### config.mk
export PLATFORM = sky130hd
export DESIGN_NAME = switch_debouncer
export DESIGN_NICKNAME = d
export VERILOG_FILES = /design/src/rtl/switch_debouncer.sv
export SDC_FILE = /design/constraint.sdc
export NUM_CORES = 1
export LEC_CHECK = 0
export BUFFER_PORTS_ARGS = -buffer_cell sky130_fd_sc_hd__buf_2
export CORE_AREA = 2 2 39 41
export CTS_CLUSTER_SIZE = 24
export DETAILED_ROUTE_END_ITERATION = 10
export DIE_AREA = 0 0 41 43
export GPL_ROUTABILITY_DRIVEN = 0
export PLACE_DENSITY = 0.64
export SKIP_LAST_GASP = 1
export SYNTH_ARGS = -nofsm -noshare
export SYNTH_HDL_FRONTEND = slang
export SYNTH_SLANG_ARGS = --single-unit
### constraint.sdc
create_clock -name clk -period 2.2 [get_ports clk]
set_input_delay 0.33 -clock clk [delete_from_list [all_inputs] [get_ports clk]]
set_output_delay 0.33 -clock clk [all_outputs]
set_load 0.005 [all_outputs]
### src/rtl/switch_debouncer.sv
// Two-flop synchroniser plus per-bit tick-gated debounce counter for slide-switch inputs.
// Define SWDB_BYPASS_EN to drop the counters and pass the synchronised levels straight through.
module switch_debouncer #(
  parameter int WIDTH      = 2,
  parameter int STABLE_CNT = 4
) (
  input  logic             clk,
  input  logic             reset,
  input  logic             tick_en,
  input  logic [WIDTH-1:0] sw_raw,
  output logic [WIDTH-1:0] sw_clean,
  output logic [WIDTH-1:0] sw_changed
);

  logic [WIDTH-1:0] sync_p0;
  logic [WIDTH-1:0] sync_p1;

  // Stage p0/p1: metastability filter; only sync_p1 feeds the debounce logic
  always_ff @(posedge clk) begin
    if (reset) begin
      sync_p0 <= '0;
      sync_p1 <= '0;
    end else begin
      sync_p0 <= sw_raw;
      sync_p1 <= sync_p0;
    end
  end

`ifdef SWDB_BYPASS_EN

  logic unused_tick;
  assign unused_tick = tick_en;

  // Stage p2: clean level follows the synchroniser every cycle
  always_ff @(posedge clk) begin
    if (reset) begin
      sw_clean   <= '0;
      sw_changed <= '0;
    end else begin
      sw_clean   <= sync_p1;
      sw_changed <= sync_p1 ^ sw_clean;
    end
  end

`else

  localparam int CNT_W = (STABLE_CNT > 1) ? $clog2(STABLE_CNT) : 1;
  localparam logic [CNT_W-1:0] CNT_LAST = CNT_W'(STABLE_CNT - 1);

  logic [CNT_W-1:0] cnt      [WIDTH];
  logic [CNT_W-1:0] cnt_next [WIDTH];
  logic [WIDTH-1:0] clean_next;
  logic [WIDTH-1:0] changed_next;

  always_comb begin
    clean_next   = sw_clean;
    changed_next = '0;
    for (int i = 0; i < WIDTH; i++) begin
      cnt_next[i] = cnt[i];
      if (sync_p1[i] == sw_clean[i]) begin
        cnt_next[i] = '0;
      end else if (tick_en) begin
        if (cnt[i] == CNT_LAST) begin
          clean_next[i]   = sync_p1[i];
          changed_next[i] = 1'b1;
          cnt_next[i]     = '0;
        end else begin
          cnt_next[i] = cnt[i] + CNT_W'(1);
        end
      end
    end
  end

  // Stage p2: counters and clean level; any matching cycle restarts the count
  always_ff @(posedge clk) begin
    if (reset) begin
      sw_clean   <= '0;
      sw_changed <= '0;
      for (int i = 0; i < WIDTH; i++) cnt[i] <= '0;
    end else begin
      sw_clean   <= clean_next;
      sw_changed <= changed_next;
      for (int i = 0; i < WIDTH; i++) cnt[i] <= cnt_next[i];
    end
  end

`endif

endmodule
Yosys cells after proc, flatten, opt, wreduce, memory -nomap -nowiden
Memories as Yosys holds them, arrays and structs flattened. Index checks and enable logic that the tools add are counted.

Register bits: 8. Latch bits: 0. RAM bits: 4. Bits in read-only memories: 0. Input bits: 5. Memories: 1.

Memories: cnt (words 2, bits a word 2, read ports 2, clocked after memory_dff 0, wr ports 2, line 50) `logic [CNT_W-1:0] cnt [WIDTH];`.

Add/subtract/negate cells: 2. Multiply operators: 0. Divide/modulo/power cells: 0. $lt $le $gt $ge: 0. Equal/unequal tests: 4. Shifts and indexed selects: 0. Mux-type cells: 13. Bitwise operators: 5. Reduce and logical (&&, ||, !) cells: 4.

Operator list (number): two-way mux 2 bit (8); AND reduction 3 bit (2); OR reduction 3 bit (2); two-way mux 1 bit (5); adder 2 x 1 -> 2 bit (second input constant) (2); == test 2 bit (second input constant) (2); inverter 1 bit (3); == test 1 bit (2); OR 1 bit (2).

Logic depth before layout (Yosys ltp)
Depth in word-level cells: 5. Depth in mapped cells: 3. Depth with buffers taken out: 3.

Least setup slack after synthesis
Ideal clock, no wire load.

Path kind: reg-to-reg. From: memory cnt[0][0] (netlist bit). To: memory cnt[0][0] (netlist bit). Library setup time: 0.079 ns. Arrival: 1.035 ns. Required time: 2.121 ns. Setup slack: 1.085 ns. Stages on the path, launching flop included: 4. Buffers on the path: 0. Clock period less this slack: 1.115 ns. Cells stage by stage: dfxtp_1 > ha_1 > or3b_1 > a211oi_2.

RTL lines (line): start, declared (50).

==> results.sh <==
export IMPL_status="complete, no violations"
export IMPL_chipWidth_um=41
export IMPL_drive_above_1_share=0.294
export IMPL_wire_per_inst_um=9.70
export IMPL_critPathCaptureType="flop"
export IMPL_grt_antenna_before_repair=0
export IMPL_r2r_end="cnt[0][2]"
export IMPL_crit_buf_inv=0
export IMPL_routed_wirelength_um=650
export IMPL_rsz0062_at_grt="false"
export IMPL_drt_first_pass_iters=2
export IMPL_synth_top_cell_area_share=0.522
export IMPL_hold_end="sync_p0[1]"
export IMPL_cts_sinks=12
export IMPL_grt_overflow_total=0
export IMPL_worstRegToRegCells=3
export IMPL_startpoint_type="flop"
export IMPL_clk_root_buffer_cell="clkbuf_4"
export IMPL_layout_common_cells="dfxtp_1 (12), buf_2 (8), nor3_1 (4), nor2b_1 (4), clkbuf_4 (3)"
export IMPL_power_leakage_nw=0.220
export IMPL_grt_pass1_vias=240
export IMPL_track_usage=0.0909
export IMPL_crit_path_cell_trace="ha_1, or3b_1, a211oi_2"
export IMPL_clockBufferDepth=2
export IMPL_maxCapViolCount=0
export IMPL_hold_depth=2
export IMPL_diodes=0
export IMPL_vias_per_cell=4.57
export IMPL_drcViolationCount=0
export IMPL_worst_ep_required_time_ps=2390
export IMPL_cp_top_family="simple AND/OR/NAND/NOR gates"
export IMPL_critPathSlowestCell="or3b_1"
export IMPL_hold_buffers=0
export IMPL_max_freq_mhz=832
export IMPL_yosysTopAreaCell="dfxtp_1"
export IMPL_vias=306
export IMPL_syn_cell_area_um2=460
export IMPL_grt_pass1_wl_um=1000
export IMPL_multi_input_area_um2=210
export IMPL_cts_buffers=3
export IMPL_yosysSeqAreaShare=0.522
export IMPL_start_util=0.333
export IMPL_finalHoldViolCount=0
export IMPL_synth_area_leaders="dfxtp_1 (52%), a211oi_2 (5.4%), ha_1 (5.4%)"
export IMPL_clk_pin_slew_ps=70
export IMPL_hold_path_class="input port to flop"
export IMPL_synth_fp_nets=49
export IMPL_rrSetupSlack_ps=1000
export IMPL_final_max_slew_viol_count=0
export IMPL_layout_nets=60
export IMPL_crit_fanout=4
export IMPL_placementRows=14
export IMPL_ios=9
export IMPL_tightest_slew_ps=322
export IMPL_ys_warn_count=0
export IMPL_layout_commonest_cell="dfxtp_1"
export IMPL_ant_nets=0
export IMPL_cpPeakStageDelay_ps=380
export IMPL_die_area_um2=1760
export IMPL_synthCells=42
export IMPL_fin_crit_sh=0.547
export IMPL_layout_cells_non_filler=67
export IMPL_htreeDepth=1
export IMPL_cts_setup_buffers=0
export IMPL_area_delta_synth_final_pct=15.8
export IMPL_min_from="sw_raw[1]"
export IMPL_core_um2=1380
export IMPL_clk_latency_ps=260
export IMPL_cts_tree="yes"
export IMPL_skew_ps=0.440
export IMPL_timing_rr_start="cnt[0][2]"
export IMPL_yosys_register_bits=12
export IMPL_drt_initial_drc_count=6
export IMPL_post_route_min_period_ps=1200
export IMPL_max_slew_margin_rel=0.784
export IMPL_syn_area_per_cell_um2=11.0
export IMPL_dp_cells=64
export IMPL_fillers=145
export IMPL_grt_max_degree=13
export IMPL_seqCellArea_um2=240
export IMPL_finalSetupTns_ps=0
export IMPL_worstSetupPathType="flop to flop"
export IMPL_setup_violations=0
export IMPL_ir_worst_vdd_mv=0.232
export IMPL_powerDensity_nw_per_um2=695
export IMPL_numPortBuffers=8
export IMPL_die_h_um=43
export IMPL_critPathArrivalTime_ps=1390
export IMPL_post_cts_resized=0
export IMPL_synth_cell_types=14
[metal layers]
metal,part of all wire,up-vias,global-route usage
met3,0.058,2,0.0314
met5,0,-,0
li1,-,163,-
met4,0.012,0,0.100
met2,0.42,8,0.100
met1,0.50,133,0.121
[cell families after synthesis]
group | Yosys count | synth area share
simple gates | 16 | 0.201
buf+inv | 2 | 0.0217
fa+ha+maj | 2 | 0.0543
compound gates | 6 | 0.120
flops | 12 | 0.522
mux | 2 | 0.0435
xor+xnor | 2 | 0.0381
[registers in the layout (all words and copies together) (netlist names)]
register,count
cnt,4
sw_changed,2
sw_clean,2
sync_p0,2
sync_p1,2
[worst max path at each step]
stage                    from  slack [ps]  depth (start not counted)        end
floorplan           cnt[0][0]        1090                          3  cnt[0][0]
global placement      tick_en        1050                          3  cnt[0][0]
detailed placement    tick_en         990                          3  cnt[0][2]
CTS                 cnt[0][2]         980                          3  cnt[0][2]
global route        cnt[0][2]         940                          3  cnt[0][2]
finish              cnt[0][2]        1000                          3  cnt[0][2]
[worst reg2reg max path, cell delays in order (launching register included)]
cell	delay (ps)
dfxtp_1	320
ha_1	230
or3b_1	380
a211oi_2	190
[per-stage QoR]
step                 util  worst slack, ps  total power [mW]  instance area (um^2)  hold slack (ps)
finish              0.385              997             0.370                   533              275
global route        0.385              935             0.389                   533              316
CTS                 0.385              983             0.377                   533              267
detailed placement  0.369              993             0.247                   510              425
global placement    0.369             1050             0.246                   510              422
floorplan               -             1090             0.242                   460              402
[cells in the mapped netlist (all sizes together)]
master / count
a21oi: 2
a21bo: 2
nor2b: 4
xnor2: 2
mux2i: 2
dfxtp: 12
nor3: 4
ha: 2
nand3: 2
buf: 2
a211oi: 2
nand2: 2
or3b: 2
nand2b: 2
[power breakdown]
group / switching (mW) / internal [mW]
logic: 0.0102 / 0.00866
clock network: 0.0656 / 0.0632
registers: 0.00172 / 0.221
total: 0.0775 / 0.293
[layout make-up]
type	count	share of cell area
flip-flops and latches	12	0.451
multi-input cells	28	0.394
repair buffers	8	0.0751
clock buffers	3	0.0423
well taps	16	0.0376
No activity file was read; power rests on OpenSTA's default activity.
